**config.mk**
```make
export PLATFORM = sky130hd
export DESIGN_NAME = seqdet_multi
export DESIGN_NICKNAME = d
export VERILOG_FILES = /design/src/rtl/seqdet_pkg.sv /design/src/rtl/seqdet_lane.sv /design/src/rtl/seqdet_multi.sv
export SDC_FILE = /design/constraint.sdc
export NUM_CORES = 1
export LEC_CHECK = 0
export BUFFER_PORTS_ARGS = -buffer_cell sky130_fd_sc_hd__buf_2
export CORE_MARGIN = 2
export CORE_UTILIZATION = 58
export CTS_CLUSTER_DIAMETER = 120
export DETAILED_ROUTE_END_ITERATION = 6
export PLACE_DENSITY = 0.83
export SYNTH_ARGS = -nofsm -noshare
export SYNTH_HDL_FRONTEND = slang
export SYNTH_SLANG_ARGS = --single-unit
```
**constraint.sdc**
```tcl
create_clock -name clock -period 2.7 [get_ports clock]
set_input_delay 0.27 -clock clock [delete_from_list [all_inputs] [get_ports clock]]
set_output_delay 0.27 -clock clock [all_outputs]
set_load 0.005 [all_outputs]
```
**src/rtl/seqdet_pkg.sv**
```systemverilog
// Shared constants, lane configuration type and width helpers for seqdet_multi.
// Optional hit counters are built only when SEQDET_COUNT_EN is defined.
package seqdet_pkg;

    localparam int PAT_MAX = 16;
    localparam int LEN_MAX = 5;

    localparam logic [2:0] PAT0_DEF = 3'b101;
    localparam logic [2:0] PAT1_DEF = 3'b110;
    localparam int         LEN_DEF  = 3;

    typedef struct packed {
        logic [PAT_MAX-1:0] pat;
        logic [LEN_MAX-1:0] len;
    } lane_cfg_t;

    function automatic int idx_w(input int n);
        return (n > 1) ? $clog2(n) : 1;
    endfunction

    function automatic int len_w(input int w);
        return $clog2(w + 1);
    endfunction

    // Power-up lane contents: the legacy 101/110 detector on lanes 0 and 1.
    function automatic lane_cfg_t def_cfg(input int lane, input int w);
        lane_cfg_t c;
        c.pat = '0;
        c.len = '0;
        if (lane < 2) begin
            c.pat = PAT_MAX'((lane == 0) ? PAT0_DEF : PAT1_DEF);
            c.len = LEN_MAX'((w < LEN_DEF) ? w : LEN_DEF);
        end
        return c;
    endfunction

endpackage

```
**src/rtl/seqdet_lane.sv**
```systemverilog
// One detector lane: pattern/length registers, fill counter, Mealy compare
// against the shared window, and the optional SEQDET_COUNT_EN hit counter.
module seqdet_lane
    import seqdet_pkg::*;
#(
    parameter int W    = 8,
    parameter int CW   = 8,
    parameter int LANE = 0
) (
    input  logic               clock,
    input  logic               reset,
    input  logic               d_valid,
    input  logic [W-1:0]       win,
    input  logic               overlap,
    input  logic               cfg_we,
    input  logic [W-1:0]       cfg_pat,
    input  logic [LEN_MAX-1:0] cfg_len,
`ifdef SEQDET_COUNT_EN
    input  logic               cnt_clr,
    output logic [CW-1:0]      cnt,
`endif
    output logic               hit
);

    lane_cfg_t          cfg_q, cfg_d;
    logic [LEN_MAX-1:0] fill_q, fill_d;
    logic [PAT_MAX-1:0] mask;
    logic [PAT_MAX-1:0] win_ext;

    // Only the low len bits of the window take part in the compare.
    always_comb begin
        mask = '0;
        for (int k = 0; k < PAT_MAX; k++) begin
            mask[k] = (k < int'(cfg_q.len));
        end
        win_ext = PAT_MAX'(win);
        hit = d_valid && (cfg_q.len != '0)
              && (int'(fill_q) + 1 >= int'(cfg_q.len))
              && (((win_ext ^ cfg_q.pat) & mask) == '0);
    end

    // NOTE: every always_comb output gets a default first so no path infers a latch.
    always_comb begin
        cfg_d  = cfg_q;
        fill_d = fill_q;
        if (cfg_we) begin
            cfg_d.pat = PAT_MAX'(cfg_pat);
            cfg_d.len = cfg_len;
            fill_d    = '0;
        end else if (d_valid) begin
            if (hit && !overlap) begin
                fill_d = '0;
            end else if (int'(fill_q) < W - 1) begin
                fill_d = fill_q + LEN_MAX'(1);
            end
        end
    end

    // NOTE: state flops use non-blocking assignments so all registers update together.
    always_ff @(posedge clock) begin
        if (!reset) begin
            cfg_q  <= def_cfg(LANE, W);
            fill_q <= '0;
        end else begin
            cfg_q  <= cfg_d;
            fill_q <= fill_d;
        end
    end

`ifdef SEQDET_COUNT_EN
    logic [CW-1:0] cnt_q, cnt_d;

    always_comb begin
        cnt_d = cnt_q;
        if (cnt_clr) begin
            cnt_d = '0;
        end else if (hit && (cnt_q != '1)) begin
            cnt_d = cnt_q + CW'(1);
        end
    end

    always_ff @(posedge clock) begin
        if (!reset) begin
            cnt_q <= '0;
        end else begin
            cnt_q <= cnt_d;
        end
    end

    assign cnt = cnt_q;
`endif

endmodule

```
**src/rtl/seqdet_multi.sv**
```systemverilog
// Multi-pattern Mealy serial sequence detector: shared history, cfg decode,
// NPAT lanes and the z reduction. SEQDET_COUNT_EN adds per-lane hit counters.
module seqdet_multi
    import seqdet_pkg::*;
#(
    parameter int W    = 8,
    parameter int NPAT = 2,
    parameter int CW   = 8
) (
    input  logic                   clock,
    input  logic                   reset,
    input  logic                   d,
    input  logic                   d_valid,
    input  logic [NPAT-1:0]        overlap,
    input  logic                   cfg_we,
    input  logic [idx_w(NPAT)-1:0] cfg_idx,
    input  logic [W-1:0]           cfg_pat,
    input  logic [len_w(W)-1:0]    cfg_len,
`ifdef SEQDET_COUNT_EN
    input  logic                   cnt_clr,
    output logic [NPAT*CW-1:0]     hit_cnt,
`endif
    output logic [NPAT-1:0]        hit,
    output logic                   z
);

    localparam int IW = idx_w(NPAT);
    localparam int LW = len_w(W);

    logic [W-2:0] hist_q, hist_d;
    logic [W-1:0] win;
    logic [LW-1:0] len_cl;

    // The window seen by every lane is the history plus the bit arriving now.
    assign win = {hist_q, d};

    always_comb begin
        hist_d = hist_q;
        if (d_valid) begin
            hist_d = win[W-2:0];
        end
    end

    always_ff @(posedge clock) begin
        if (!reset) begin
            hist_q <= '0;
        end else begin
            hist_q <= hist_d;
        end
    end

    assign len_cl = (cfg_len > LW'(W)) ? LW'(W) : cfg_len;

    // Lane indices at or above NPAT match no lane, so such writes are dropped.
    for (genvar i = 0; i < NPAT; i++) begin : g_lane
        seqdet_lane #(
            .W   (W),
            .CW  (CW),
            .LANE(i)
        ) u_lane (
            .clock  (clock),
            .reset  (reset),
            .d_valid(d_valid),
            .win    (win),
            .overlap(overlap[i]),
            .cfg_we (cfg_we && (cfg_idx == IW'(i))),
            .cfg_pat(cfg_pat),
            .cfg_len(LEN_MAX'(len_cl)),
`ifdef SEQDET_COUNT_EN
            .cnt_clr(cnt_clr),
            .cnt    (hit_cnt[i*CW +: CW]),
`endif
            .hit    (hit[i])
        );
    end

    assign z = |hit;

endmodule

```
==> metrics.md, run 1 <==
| Metric | Value |
|---|---|
| Status | finished clean |
| WHS | 197 ps |
| Grt total ovfl | 0 |
| Final Critical Period | 2540 ps |
| Clock Path Buffers | 2 |
| CP Class | reg -> out |
| Sum Neg Setup Slack | 0 ps |
| Hold path startpoint | cfg_pat[0] |
| Antenna-violating nets left | 0 |
| CTS resizes | 0 |
| Vias after detailed routing | 1,743 |
| DPL Wire Length | 3290 microns |
| Synth Instances | 254 |
| WL final | 4390 microns |
| # IOs | 23 |
| Ant diodes | 0 |
| Max FO, Critical Path | 5 |
| Root Buffer | clkbuf_8 |
| Critical path origin | g_lane[1].u_lane.fill_q[0]$_SDFFE_PP0P_ |
| Setup violators final | 0 |
| Non-Filler Instances | 321 |
| Initial Utilization | 60.0% |
| RSZ-0062 raised after global routing | false |
| Routed vias/inst | 5.43 |
| First-pass GRT wire length | 7650 microns |
| IR drop worst, VDD | 0.441 mV |
| DRC viols | 0 |
| Hold Crit Endpoint | g_lane[0].u_lane.cfg_q[5]$_SDFFE_PN1P_ |
| Max_cap viols | 0 |
| Avg Inst Size Synth | 8.59 sq um |
| Die area | 4270 sq um |
| Register area share after synthesis | 37.6% |
| CTS Hold Buffers Added | 0 |
| Postcts setup bufs | 0 |
| WP data required | 2430 ps |
| Cell Pwr Density | 556 nW/um^2 |
| Die Span Y | 65.3 microns |
| Largest net degree at the start of global routing | 35 |
| Clock transition at the registers of the reported paths | 80 ps |
| Number of synthesized register bits | 41 |
| Number of port buffers | 22 |
| Core region area | 3630 sq um |
| # clock sinks | 41 |
| Placed insts | 313 |
| H-tree level count | 2 |
| Reg-to-Reg Start | g_lane[1].u_lane.fill_q[0]$_SDFFE_PP0P_ |
| Cell Area, Synth | 2180 sq um |
| Clk_lat worst skew | 300 ps |
| Hold Path Depth | 3 |
| Yosys warning total | 0 |
| Reg2reg setup slack | 710 ps |
| CTS buffer count | 5 |
| Gpl congestion | 0.816 |
| 1st-pass router iterations | 4 |
| Worst Max-Slew Pin Slew | 712 ps |
| Slew Viols, Final | 0 |
| Area grow syn2layout | 11.0% |
| HP Class | in -> reg |
| Fmax | 394 MHz |
| Reg2reg end | g_lane[1].u_lane.fill_q[0]$_SDFFE_PP0P_ |
| CTS tree | built |
| Die Wd | 65.3 microns |
| Rows | 22 |
| Max_slew headroom | 52.5% |
| R2R cell count | 7 |
| Layout cells sized above 1 | 13.6% |
| LEAKAGE | 0.00102 uW |
| Clk_skew | 6.81 ps |
| Overall Power | 1350 uW |
| Syn Nets | 284 |
| Fin nets | 302 |
| Worst Setup End Kind | output port |
| Fin. Hold Viols | 0 |
| Number of global-route vias before repair | 1,677 |
| CP startpoint kind | flop |
| Final core occ | 66.6% |
| Antenna violations before repair | 0 |
| GRT Resource Usage Total | 23.3% |
| Worst Path Arrival | 2270 ps |
| Synth unique cells | 40 |
| DR iter-0 viols | 84 |
| Final Cycle Share | 94.1% |
| Routed wire per std cell | 13.7 microns |
-- state kept, by name, indices dropped and copies added (netlist names) --
name and cells:
g_lane.u_lane.fill_q 10, hist_q 7, g_lane.u_lane.cfg_q 24
-- area by class of cell --
type	count	area (sq um)
clock buffers	6	82.6
inverters	8	30.0
well taps	48	60.1
repair buffers	22	110
flip-flops and latches	41	821
clock inverters	2	37.5
fillers	339	1210
multi-input cells	194	1280
-- metrics by stage --
stage          setup slack [ps]  area, sq um
2_1_floorplan               663         2180
3_3_place_gp                537         2300
3_5_place_dp                472         2300
4_1_cts                     147         2420
5_1_grt                    32.5         2420
6_report                    160         2420
-- cells by family (layout without fill, tap and decap cells) --
group	Yosys count	in the layout	synth area share, %
mux	10	10	4.82
flops	41	41	37.6
xor+xnor	23	23	9.24
simple gates	101	101	22.8
fa+ha+maj	10	10	5.74
compound gates	50	50	16.1
buf+inv	19	38	3.67
-- placed cells by master (no fill, tap or decap), types with 2 or more instances in the layout --
cell and count:
nand3_1 10, clkbuf_8 6, nor2_1 8, nand2b_1 5, a211oi_1 3, xnor2_1 14
nor2b_1 9, nor3_1 3, nor4b_1 2, o211ai_1 8, nand4_1 2, buf_2 22
o21ai_0 4, xor2_1 9, mux2i_1 9, inv_1 8, and3_1 2, nand2_1 49
a21boi_0 17, a21oi_1 6, ha_1 10, nor3b_1 3, dfxtp_1 41, a31oi_1 4
a21o_1 3
-- critical path, cell delays in order, from the launching register on --
cell,delay [ps]
dfxtp_1,410
ha_1,270
ha_1,280
a21o_1,160
a21o_1,180
a211oi_2,260
nor2_1,80
or2_1,200
buf_2,120
-- how the worst max path moves through the flow --
stage	end	slack [ps]	cells past startpoint
floorplan	z	660	7
CTS	z	150	8
detailed placement	z	470	8
global route	z	30	8
finish	z	160	8
global placement	z	540	8
-- synth_stat cells --
library cell	number	area share, %
nor2_2	1	0.29
o221ai_1	1	0.40
and3_1	2	0.57
a21o_1	3	1.0
mux2_4	1	0.69
nand3_2	1	0.46
nand2_1	49	8.4
mux2i_1	9	4.1
buf_2	1	0.23
a211oi_1	3	1.0
and4_1	1	0.40
nand4_1	2	0.57
a21oi_1	6	1.4
xnor2_1	14	5.6
a31oi_1	4	1.1
buf_4	2	0.69
nand2b_1	5	1.4
a211oi_2	1	0.57
nor2_1	8	1.4
dfxtp_1	41	38
o31ai_1	1	0.34
ha_1	10	5.7
a21boi_0	17	5.9
nor2b_1	9	2.6
and2_1	1	0.29
or2_2	1	0.29
or2_1	1	0.29
nor3b_1	3	1.0
nand3_1	10	2.3
o21ai_0	4	0.92
clkbuf_1	8	1.4
o21ai_1	1	0.23
xor2_1	9	3.6
nor3_2	1	0.46
nor3_1	3	0.69
nor4_2	1	0.57
o211ai_1	8	2.8
nor4b_1	2	0.80
inv_1	8	1.4
a41oi_1	1	0.40
-- metal layers --
metal	global-route usage, %	vias to the layer above	wire length [microns]
li1	-	907	-
met5	0	-	0
met3	5.65	7	180
met2	37.2	31	1980
met4	9.64	0	68
met1	30.2	798	2160
-- power by group --
| group | internal [uW] | total (uW) | switching (uW) |
|---|---|---|---|
| Sequential | 629 | 655 | 25.7 |
| Combinational | 79.7 | 168 | 88.6 |
| Clock | 301 | 524 | 223 |
| Total | 1010 | 1350 | 337 |
(Power assumes the default switching activity.)
==> inputs of run 2 (changes only) <==
--- a/config.mk
+++ b/config.mk
@@ -7,10 +7,11 @@
 export LEC_CHECK = 0
 export BUFFER_PORTS_ARGS = -buffer_cell sky130_fd_sc_hd__buf_2
 export CORE_MARGIN = 2
-export CORE_UTILIZATION = 58
+export CORE_UTILIZATION = 62
+export CTS_BUF_LIST = sky130_fd_sc_hd__clkbuf_8 sky130_fd_sc_hd__clkbuf_16
 export CTS_CLUSTER_DIAMETER = 120
 export DETAILED_ROUTE_END_ITERATION = 6
-export PLACE_DENSITY = 0.83
+export PLACE_DENSITY = 0.87
 export SYNTH_ARGS = -nofsm -noshare
 export SYNTH_HDL_FRONTEND = slang
 export SYNTH_SLANG_ARGS = --single-unit
==> constraint.sdc (replaced) <==
create_clock -name clock -period 3.3 [get_ports clock]
set_input_delay 0.33 -clock clock [delete_from_list [all_inputs] [get_ports clock]]
set_output_delay 0.33 -clock clock [all_outputs]
set_load 0.005 [all_outputs]
==> metrics.md, run 2 (synthesized netlist as in run 1, its figures left out) <==
| Metric | Value |
|---|---|
| Status | finished clean |
| Initial Utilization | 64.8% |
| IR drop worst, VDD | 0.311 mV |
| LEAKAGE | 0.00102 uW |
| Die Span Y | 63.3 microns |
| Vias after detailed routing | 1,785 |
| Slew Viols, Final | 0 |
| Antenna-violating nets left | 0 |
| Routed vias/inst | 5.60 |
| GRT Resource Usage Total | 24.6% |
| Number of port buffers | 22 |
| Max_cap viols | 0 |
| Hold path startpoint | cfg_pat[0] |
| # IOs | 23 |
| Filler instances | 293 |
| CTS tree | built |
| Sum Neg Setup Slack | 0 ps |
| RSZ-0062 raised after global routing | false |
| Worst Path Arrival | 2330 ps |
| Worst Max-Slew Pin Slew | 705 ps |
| Reg-to-Reg Start | g_lane[1].u_lane.fill_q[0]$_SDFFE_PP0P_ |
| H-tree level count | 2 |
| Final Cycle Share | 80.6% |
| Critical Path, Cell by Cell | ha_1 > ha_1 > a21o_1 > a21o_1 > a211oi_2 > nor2_1 > or2_1 > buf_2 |
| HP Class | in -> reg |
| Rows | 21 |
| Placed insts | 311 |
| Die area | 4010 sq um |
| Worst Setup End Kind | output port |
| Fin. Hold Viols | 0 |
| Max reg flops | 24 |
| DR iter-0 viols | 85 |
| Root Buffer | clkbuf_8 |
| Most frequent cells in the layout | nand2_1 (49), dfxtp_1 (41), buf_2 (22) |
| Crit path largest cell delay | 430 ps |
| Register area | 821 sq um |
| Area grow syn2layout | 10.0% |
| DRC viols | 0 |
| Biggest register | g_lane.u_lane.cfg_q |
| WL final | 4490 microns |
| Regs by FF count | g_lane.u_lane.cfg_q (24), g_lane.u_lane.fill_q (10), hist_q (7) |
| Clk_skew | 3.01 ps |
| Core region area | 3360 sq um |
| Non-Filler Instances | 319 |
| # clock sinks | 41 |
| Cell Pwr Density | 432 nW/um^2 |
| Gpl congestion | 0.867 |
| Setup violators final | 0 |
| Buf/Inv on CP | 1 |
| Clk_lat worst skew | 300 ps |
| Number of global-route vias before repair | 1,705 |
| Fin nets | 302 |
| Max FO, Critical Path | 5 |
| Most common library cell in the layout ignoring fill and taps | nand2_1 |
| Grt total ovfl | 0 |
| Antenna violations before repair | 0 |
| WP data required | 2970 ps |
| CP Class | reg -> out |
| CTS Hold Buffers Added | 0 |
| Largest net degree at the start of global routing | 35 |
| Clock transition at the registers of the reported paths | 80 ps |
| Layout cells sized above 1 | 13.6% |
| First-pass GRT wire length | 7690 microns |
| Worst setup margin | 640 ps |
| Finished Cell Area | 2400 sq um |
| CTS resizes | 0 |
| Area of the multi-input gates | 1280 sq um |
| Die Wd | 63.3 microns |
| CP startpoint kind | flop |
| Routed wire per std cell | 14.1 microns |
| CTS buffer count | 5 |
| Delay-heaviest family, CP | compound AO/OA/AOI/OAI gates |
| DPL Wire Length | 3320 microns |
| Pre-CTS WS | 974 ps |
| Postcts setup bufs | 0 |
| Max_slew headroom | 52.4% |
| Final Critical Period | 2660 ps |
| Slowest CP cell | dfxtp_1 |
| Fmax | 376 MHz |
| Cell area after placement | 2300 sq um |
| Critical path origin | g_lane[1].u_lane.fill_q[0]$_SDFFE_PP0P_ |
| Clock Path Buffers | 2 |
| Ant diodes | 0 |
| Reg2reg setup slack | 1290 ps |
| 1st-pass router iterations | 5 |
==> run 2: layer usage <==
metal	global-route usage, %	part of all wire [%]
met5	0	0
met4	7.88	1.2
met3	7.86	5.2
met2	38.4	46
met1	32.4	47
==> run 2: final timing paths <==
kind | cells after the start | to
max | 8 | z
min | 3 | g_lane[0].u_lane.cfg_q[5]$_SDFFE_PN1P_
max reg2reg | 7 | g_lane[1].u_lane.fill_q[0]$_SDFFE_PP0P_
min reg2reg | 2 | g_lane[0].u_lane.cfg_q[8]$_SDFFE_PN0P_
==> run 2: final cells by class <==
| cell class | count | share of cell area [%] |
|---|---|---|
| Tap cell | 46 | 2.40 |
| Clock buffer | 7 | 4.01 |
| Inverter | 8 | 1.25 |
| Multi-Input combinational cell | 194 | 53.3 |
| Clock inverter | 1 | 0.209 |
| Sequential cell | 41 | 34.2 |
| Timing Repair Buffer | 22 | 4.59 |
==> run 2: tightest hold or removal path, cell delays in order <==
cell     delay, ps
buf_2           90
nand2_1         40
nand3_1         70
==> run 2: metrics by stage <==
stage | hold slack (ps) | utilization (%) | total power (uW)
floorplan | 454 | - | 646
finish | 267 | 71.4 | 1040
detailed placement | 473 | 68.3 | 685
global route | 277 | 71.4 | 1090
CTS | 263 | 71.4 | 1040
global placement | 466 | 68.3 | 679
==> run 2: power by group <==
part	switching, uW	total, uW	internal [uW]
Sequential	21.2	536	515
Clock	172	361	189
Combinational	74.8	140	65.1
Total	268	1040	769
